$ cat config.mk
export PLATFORM = sky130hd
export DESIGN_NAME = writeback_arbiter
export DESIGN_NICKNAME = d
export VERILOG_FILES = /design/src/rtl/writeback_pkg.sv /design/src/rtl/writeback_arbiter_rotating_grant.sv /design/src/rtl/writeback_arbiter.sv
export SDC_FILE = /design/constraint.sdc
export NUM_CORES = 1
export LEC_CHECK = 0
export CAP_MARGIN = 20
export CORE_ASPECT_RATIO = 0.6
export CORE_UTILIZATION = 52
export DETAILED_ROUTE_END_ITERATION = 12
export GPL_ROUTABILITY_DRIVEN = 1
export HOLD_SLACK_MARGIN = 0.12
export PLACE_DENSITY = 0.86
export SLEW_MARGIN = 40
export SYNTH_ARGS = -nofsm -noshare
export SYNTH_HDL_FRONTEND = slang
export SYNTH_SLANG_ARGS = --single-unit
export TNS_END_PERCENT = 30
$ cat constraint.sdc
create_clock -name clock -period 6.8 [get_ports clock]
set_input_delay 1.02 -clock clock [delete_from_list [all_inputs] [get_ports clock]]
set_output_delay 1.02 -clock clock [all_outputs]
set_load 0.005 [all_outputs]
$ cat src/rtl/writeback_pkg.sv
// Shared types and helpers for the register-file writeback path.
// The holding-entry struct is sized from the package constants below.
package writeback_pkg;

  localparam int WB_SIZE           = 32;
  localparam int WB_REGISTER_COUNT = 31;

  function automatic int index_width(input int count);
    return (count > 1) ? $clog2(count) : 1;
  endfunction

  localparam int WB_INDEX_W = index_width(WB_REGISTER_COUNT);

  typedef struct packed {
    logic [WB_INDEX_W-1:0] index;
    logic [WB_SIZE-1:0]    data;
  } writeback_entry_t;

endpackage

$ cat src/rtl/writeback_arbiter_rotating_grant.sv
// Pointer-relative selection of up to WRITE_COUNT requests; a request whose
// conflict_mask row hits an earlier grant this cycle is deferred.
module rotating_grant #(
  parameter int SOURCE_COUNT = 4,
  parameter int WRITE_COUNT  = 2,
  parameter int PTR_W        = 2
) (
  input  logic [SOURCE_COUNT-1:0]                   request,
  input  logic [SOURCE_COUNT-1:0][SOURCE_COUNT-1:0] conflict_mask,
  input  logic [PTR_W-1:0]                          rr,
  output logic [SOURCE_COUNT-1:0]                   grant,
  output logic [WRITE_COUNT-1:0]                    slot_valid,
  output logic [WRITE_COUNT-1:0][PTR_W-1:0]         slot_source,
  output logic                                      conflict,
  output logic [PTR_W-1:0]                          next_rr
);

  always_comb begin
    int granted;
    int s;
    logic [PTR_W-1:0] last;
    grant       = '0;
    slot_valid  = '0;
    slot_source = '0;
    conflict    = 1'b0;
    granted     = 0;
    last        = rr;
    for (int k = 0; k < SOURCE_COUNT; k++) begin
      s = int'(rr) + k;
      if (s >= SOURCE_COUNT) s = s - SOURCE_COUNT;
      if (request[s] && granted < WRITE_COUNT) begin
        // Only a deferral with a free slot left counts as a conflict.
        if (|(conflict_mask[s] & grant)) begin
          conflict = 1'b1;
        end else begin
          grant[s]             = 1'b1;
          slot_valid[granted]  = 1'b1;
          slot_source[granted] = PTR_W'(s);
          last                 = PTR_W'(s);
          granted              = granted + 1;
        end
      end
    end
    if (granted == 0)                      next_rr = rr;
    else if (int'(last) == SOURCE_COUNT-1) next_rr = '0;
    else                                   next_rr = last + 1'b1;
  end

endmodule

$ cat src/rtl/writeback_arbiter.sv
// Buffers producer results and drives up to WRITE_COUNT conflict-free register
// file writes per cycle. Optional counters: WRITEBACK_ARBITER_STATS_EN.
module writeback_arbiter
  import writeback_pkg::*;
#(
  parameter int SIZE           = WB_SIZE,
  parameter int REGISTER_COUNT = WB_REGISTER_COUNT,
  parameter int SOURCE_COUNT   = 4,
  parameter int WRITE_COUNT    = 2,
  parameter int INDEX_W        = index_width(REGISTER_COUNT)
) (
  input  logic                                  clock,
  input  logic                                  reset_n,
  input  logic [SOURCE_COUNT-1:0]               source_valid,
  output logic [SOURCE_COUNT-1:0]               source_ready,
  input  logic [SOURCE_COUNT-1:0][INDEX_W-1:0]  source_index,
  input  logic [SOURCE_COUNT-1:0][SIZE-1:0]     source_data,
  output logic [WRITE_COUNT-1:0]                write_enable,
  output logic [WRITE_COUNT-1:0][INDEX_W-1:0]   write_index,
  output logic [WRITE_COUNT-1:0][SIZE-1:0]      write_data,
  output logic                                  pending
`ifdef WRITEBACK_ARBITER_STATS_EN
  ,
  output logic [31:0]                           write_count,
  output logic [31:0]                           conflict_count
`endif
);

  localparam int PTR_W = (SOURCE_COUNT > 1) ? $clog2(SOURCE_COUNT) : 1;

  logic [SOURCE_COUNT-1:0]                   full;
  writeback_entry_t                          held [SOURCE_COUNT];
  logic [PTR_W-1:0]                          rr, next_rr;
  logic [SOURCE_COUNT-1:0]                   grant;
  logic [SOURCE_COUNT-1:0][SOURCE_COUNT-1:0] conflict_mask;
  logic [WRITE_COUNT-1:0]                    slot_valid;
  logic [WRITE_COUNT-1:0][PTR_W-1:0]         slot_source;
  logic                                      conflict;

  always_comb begin
    conflict_mask = '0;
    for (int i = 0; i < SOURCE_COUNT; i++)
      for (int j = 0; j < SOURCE_COUNT; j++)
        conflict_mask[i][j] = (held[i].index == held[j].index);
  end

  rotating_grant #(
    .SOURCE_COUNT (SOURCE_COUNT),
    .WRITE_COUNT  (WRITE_COUNT),
    .PTR_W        (PTR_W)
  ) u_grant (
    .request       (full),
    .conflict_mask (conflict_mask),
    .rr            (rr),
    .grant         (grant),
    .slot_valid    (slot_valid),
    .slot_source   (slot_source),
    .conflict      (conflict),
    .next_rr       (next_rr)
  );

  // A granted buffer drains this edge, so it can take a new result at the same time.
  assign source_ready = ~full | grant;
  assign pending      = (|full) | (|write_enable);

  always_ff @(posedge clock or negedge reset_n) begin
    if (!reset_n) begin
      full <= '0;
      rr   <= '0;
      for (int s = 0; s < SOURCE_COUNT; s++) held[s] <= '0;
    end else begin
      rr <= next_rr;
      for (int s = 0; s < SOURCE_COUNT; s++) begin
        if (source_valid[s] && source_ready[s]) begin
          full[s]       <= 1'b1;
          held[s].index <= source_index[s];
          held[s].data  <= source_data[s];
        end else if (grant[s]) begin
          full[s] <= 1'b0;
        end
      end
    end
  end

  always_ff @(posedge clock or negedge reset_n) begin
    if (!reset_n) begin
      write_enable <= '0;
      write_index  <= '0;
      write_data   <= '0;
    end else begin
      for (int w = 0; w < WRITE_COUNT; w++) begin
        write_enable[w] <= slot_valid[w];
        write_index[w]  <= slot_valid[w] ? held[slot_source[w]].index : '0;
        write_data[w]   <= slot_valid[w] ? held[slot_source[w]].data  : '0;
      end
    end
  end

`ifdef WRITEBACK_ARBITER_STATS_EN
  always_ff @(posedge clock or negedge reset_n) begin
    if (!reset_n) begin
      write_count    <= '0;
      conflict_count <= '0;
    end else begin
      write_count    <= write_count + 32'($countones(grant));
      conflict_count <= conflict_count + {31'd0, conflict};
    end
  end
`endif

endmodule

Word level (Yosys, flattened, before mapping)

Cells that the tools add are included.

Register bits: 230
Input bits: 154
Word-level logic and storage cells: 205

$add $sub $neg: 11
Magnitude comparators: 23
Equal/unequal tests: 13
Mux-type cells: 102
Bitwise logic cells: 14
Reductions and logical operators: 24

Operators by type and width:

| operator                                              | number |
|---|---|
| 2-to-1 mux 32 bit                                     | 12 |
| >= comparator 32 x 1 -> 1 bit (second input constant) | 6 |
| binary-select mux 37 bit (select 2 bit)               | 2 |
| 2-to-1 mux 37 bit                                     | 4 |
| < comparator 32 x 3 -> 1 bit (second input constant)  | 4 |
| < comparator 32 x 4 -> 1 bit (second input constant)  | 4 |
| >= comparator 32 x 4 -> 1 bit (second input constant) | 3 |
| subtractor 32 x 4 -> 32 bit (second input constant)   | 3 |
| 2-to-1 mux 4 bit                                      | 19 |
| adder 32 x 2 -> 32 bit (second input constant)        | 2 |
| == test 5 bit                                         | 12 |
| 2-to-1 mux 2 bit                                      | 18 |
| zero test 32 bit                                      | 1 |
| 2-to-1 mux 1 bit                                      | 25 |
| binary-select mux 4 bit (select 2 bit)                | 3 |
| OR 4 bit                                              | 4 |
| OR reduction 4 bit                                    | 4 |
| logical AND 1 bit                                     | 14 |
| bitwise AND 4 bit                                     | 3 |
| bitwise mux 4 bit                                     | 3 |
| 2-to-1 mux 5 bit                                      | 2 |
| binary-select mux 1 bit (select 2 bit)                | 4 |
| demux 1 bit (select 2 bit)                            | 4 |
| nonzero test 2 bit                                    | 4 |
| 18 further kinds                                      | 27 |

Depth between registers and ports, before layout

Gate-level depths: netlist of the first run.

Depth after elaboration: 27
Depth in mapped cells: 24
Gate-level depth less buffers: 19

By module

A second synthesis of the first run with hierarchy kept.

Cell total of the unflattened synthesis: 809
Area total of the unflattened synthesis: 11808.8 µm²

By module, submodules not included:

| module            | times used | cells an instance | area an instance (µm²) | seq. area each (µm²) |
|---|---|---|---|---|
| writeback_arbiter | 1          | 634               | 10344.9                | 5755.5 |
| rotating_grant    | 1          | 175               | 1463.9                 | 0.0 |

Least setup slack after synthesis of the first run

Ideal clock, no wire load.

Path kind: reg2out
Start: register rr[1]
End: output port source_ready[0]
Arrival time: 3.919 ns
Required time: 5.780 ns
Slack: 1.861 ns
Stages on the path, launching flop included: 19
Cell sequence: dfrtp_1 > clkbuf_1 > inv_1 > ha_1 > clkbuf_1 > nor2_1 > a221oi_2 > nand2_1 > ha_1 > mux2i_1 > inv_1 > ha_1 > nor2b_1 > nand2_1 > a211o_1 > a21oi_2 > buf_4 > a21oi_1 > inv_2

Word-level cells in the longest chain between the ends: 20
Elaborated cells on any way between the ends: 86
Those cells by class: add/sub (9); order compare (15); mux (45); bitwise (7); reduce/logical (10)

RTL lines:

| element                                                                | RTL line                               | source |
|---|---|---|
| start: declaration                                                     | writeback_arbiter.sv:33                | `logic [PTR_W-1:0] rr, next_rr;` |
| start signal: assignment                                               | writeback_arbiter.sv:72                | `rr <= next_rr;` |
| branches (longest 18 deep; another with >= comparator 32 x 1 -> 1 bit) | -                                      |  |
| 2-to-1 mux 4 bit *                                                     | writeback_arbiter_rotating_grant.sv:31 | `if (request[s] && granted < WRITE_COUNT) begin` |
| OR 4 bit *                                                             | writeback_arbiter.sv:63                | `assign source_ready = ~full \| grant;` |
| end: declaration                                                       | writeback_arbiter.sv:15                | `output logic [SOURCE_COUNT-1:0] source_ready,` |

Every way passes the cells marked *. The select of a mux whose other input is x is not followed.

Worst setup path after layout of the first run

Start: register rr[0]
End: output port source_ready[3]

Same word-level chain as after synthesis.

==> run_results.csv, run 1 <==
group,metric,value,unit
outcome,status,"finished clean",
synth,synth.area.top_cells,"dfrtp_1 49%, mux2i_1 13%, mux2_2 7.6%",
place,place.gp.congestion,0.920,
clock_tree,clkLatencyLatePin,0.50,ns
worst_setup_path,cp-end-kind,"output port",
synth,syn_avg_cell_area,12.8,sq um
floorplanning,initial_core_util,53.3,%
grt,grt_pass1_wl,51200,microns
worst_setup_path,crit_chain,"buf_4, mux4_2, inv_1, nor3_1, a221oi_2, nand2_1, ha_1, mux2i_1, buf_4, inv_1, ha_1, nor2b_1, nand2_1, a211o_1, a21oi_4, a21oi_1, inv_2, clkdlybuf4s50_1",
synth,yosysTopAreaCell,"dfrtp_1",
synth,synth_seq_area_share,48.8,%
worst_setup_path,arrival,5.45,ns
place,placedCellCount,1406,
worst_setup_path,path_max_fanout,26,
sta,tns,0,ns
sta,tightest_slew,0.865,ns
routing,drt_iter0_markers,581,
place,port_buffers,234,
floorplanning,num_io_pins,235,
worst_setup_path,slowest_delay,0.71,ns
layout,fin_area,15100,sq um
worst_setup_path,start_kind,"register",
layout,drive_above_1_share,17.1,%
floorplanning,die_w,196,microns
worst_setup_path,cp.required,5.78,ns
clock_tree,clk_transition_reported_paths,0.06,ns
clock_tree,cts_tree,"done",
synth,yosys_warnings,0,
routing,routed_via_density,5.88,
synth,ys_seq_elements,230,
routing,ant_nets,0,
synth,synth_area,11800,sq um
sta,grt_setup_unrepaired,"false",
sta,setup_viol,0,
worst_setup_path,r2r_start,"rr[0]$_DFFE_PN0P_",
sta,fmax,0.154,GHz
sta,finalClockSkew,0.0159,ns
place,placed_area,14300,sq um
floorplanning,die_area,23300,sq um
clock_tree,clk_path_buf_depth,3,
routing,wirelength,33100,microns
synth,async_reset_ff_share,100,%
grt,grt_max_degree,139,
clock_tree,clockRootBuffer,"clkbuf_16",
grt,antenna_found_initial,4,
floorplanning,dieHeight,119,microns
synth,yosysMostFrequentCell,"dfrtp_1",
layout,final_nets,1292,
synth,synthCells,921,
synth,synth_commonest_cells,"230 x dfrtp_1, 155 x mux2i_1, 80 x mux2_2",
grt,grt_pass1_vias,8882,
routing,dr_total_vias,8523,
clock_tree,cts.sinks,230,
routing,avgRoutedWirePerCell,22.8,microns
synth,synth_nets,1088,
place,post-dp-hpwl,22200,microns
worst_setup_path,critical_path_class,"reg -> out",
clock_tree,holdBufCountCts,0,
synth,synth-edff-count,0,
sta,drv_slew,0,
layout,layout.cells.non_filler,1450,
synth,synth_ff_type,"dfrtp_1",
floorplanning,coreArea,22100,sq um
sta,min_period,6.47,ns
synth,synth_cell_types,66,
sta,post-route-period-util,95.2,%
flow_run,max-cap-violations,0,
synth,synth_top_area_share,48.8,%
clock_tree,cts_buffers,23,
routing,firstDrtPassIters,5,
grt,track_usage,28.7,%
worst_setup_path,slowest_stage,"mux4_2",
min_path,hold_class,"reg -> reg",
grt,grt_overflow_total,0,
sta,relSlewSlack,42.1,%
layout,syn_to_final_growth,28.1,%
worst_setup_path,crit_start,"rr[0]$_DFFE_PN0P_",
clock_tree,cts_max_level,1,
sta,hold_viol_final,0,
routing,drc,0,
min_path,hp-start,"held[45]$_DFFE_PN0P_",
floorplanning,rows,42,
metal layers:
layer / part of all wire (%) / up-vias / routed length, microns / GRT usage [%]
li1: - / 3789 / - / -
met1: 45 / 4291 / 14900 / 40.9
met2: 44 / 389 / 14400 / 43.4
met3: 9.5 / 52 / 3140 / 7.48
met4: 2.0 / 2 / 676 / 7.37
met5: 0.030 / - / 10 / 0
layout make-up:
class / count / area (sq um)
inverters: 12 / 45.0
fillers: 1617 / 7010
multi-input cells: 603 / 5550
repair buffers: 255 / 2580
well taps: 308 / 385
clock buffers: 36 / 714
diodes: 2 / 5.00
flip-flops and latches: 230 / 5760
clock inverters: 4 / 73.8
critical path: cells and delay by family, from the launching register on:
family | cells | cell delay [ns]
muxes | 2 | 0.86
adders and majority gates | 2 | 0.64
and+or+nand+nor | 4 | 0.53
AOI/OAI and AO/OA | 4 | 1.11
buffers and inverters | 6 | 1.44
DFF | 1 | 0.36
flip-flops by register name (all words and copies together), names as in the netlist:
signal / count
held: 148
write_index: 10
write_enable: 2
write_data: 64
full: 4
rr: 2
stage by stage:
step                setup WS [ns]  hold WS (ns)  util, %
floorplan                    1.86         0.485        -
global placement            0.967         0.499     64.6
detailed placement          0.748         0.507     64.6
CTS                         0.184         0.522     68.2
global route              0.00737         0.542     68.3
finish                      0.327         0.522     68.3
timing repair:
| item | 4_1_cts | 5_1_grt |
|---|---|---|
| setup buffers | 0 | 2 |
| resized for setup | 0 | 1 |
| endpoints found under the setup margin | 0 | 4 |
| hold endpoints to repair | 0 | 0 |
path summary, 6_finish.rpt:
path / to / slack (ns) / depth (start not counted)
worst max-delay path: source_ready[3] / 0.33 / 18
worst min-delay path: held[45]$_DFFE_PN0P_ / 0.52 / 1
worst max register to register: write_index[0]$_DFF_PN0_ / 1.03 / 20
worst min register to register: held[45]$_DFFE_PN0P_ / 0.52 / 1
max in group asynchronous: held[72]$_DFFE_PN0P_ / 5.11 / 2
min in group asynchronous: held[83]$_DFFE_PN0P_ / 0.53 / 1
placed cells by master (no fill, tap or decap), drive strengths merged, types with 3 or more instances in the layout:
master / synthesis / layout
clkdlybuf4s50: 0 / 233
dfrtp: 230 / 230
mux2i: 156 / 156
mux2: 152 / 152
o22ai: 75 / 75
clkbuf: 8 / 36
nand2: 35 / 35
xnor2: 26 / 26
buf: 68 / 22
a21oi: 16 / 16
nor2: 14 / 14
o21ai: 14 / 14
ha: 13 / 13
inv: 12 / 13
nand3: 9 / 9
nor3: 9 / 9
o211ai: 7 / 7
xor2: 7 / 7
and3: 6 / 6
or2: 6 / 6
a211oi: 5 / 5
mux4: 4 / 4
a21o: 4 / 4
and2: 4 / 4
a221oi: 4 / 4
nand2b: 4 / 4
o2111ai: 3 / 3
nor2b: 3 / 3
a31oi: 3 / 3
logic make-up (layout without fill, tap and decap cells):
family	count (synthesis)	after routing	synth area share, %
compound gates	147	147	9.66
fa+ha+maj	13	13	1.38
flops	230	230	48.8
mux	312	312	28.6
other cells	0	2	0
xor+xnor	33	33	2.51
simple gates	98	98	4.51
buf+inv	88	307	4.54
Power of run 1 is not shown: default switching activity piles up to over one toggle a cycle in this logic, so the estimate is an artifact.
==> run 2, diff against run 1 <==
CAP_MARGIN = not set   (was 20)
==> results of run 2 <==
No change in the layout: final DEF, timing and power equal those of run 1.
Power of run 2 is left out for the same reason.
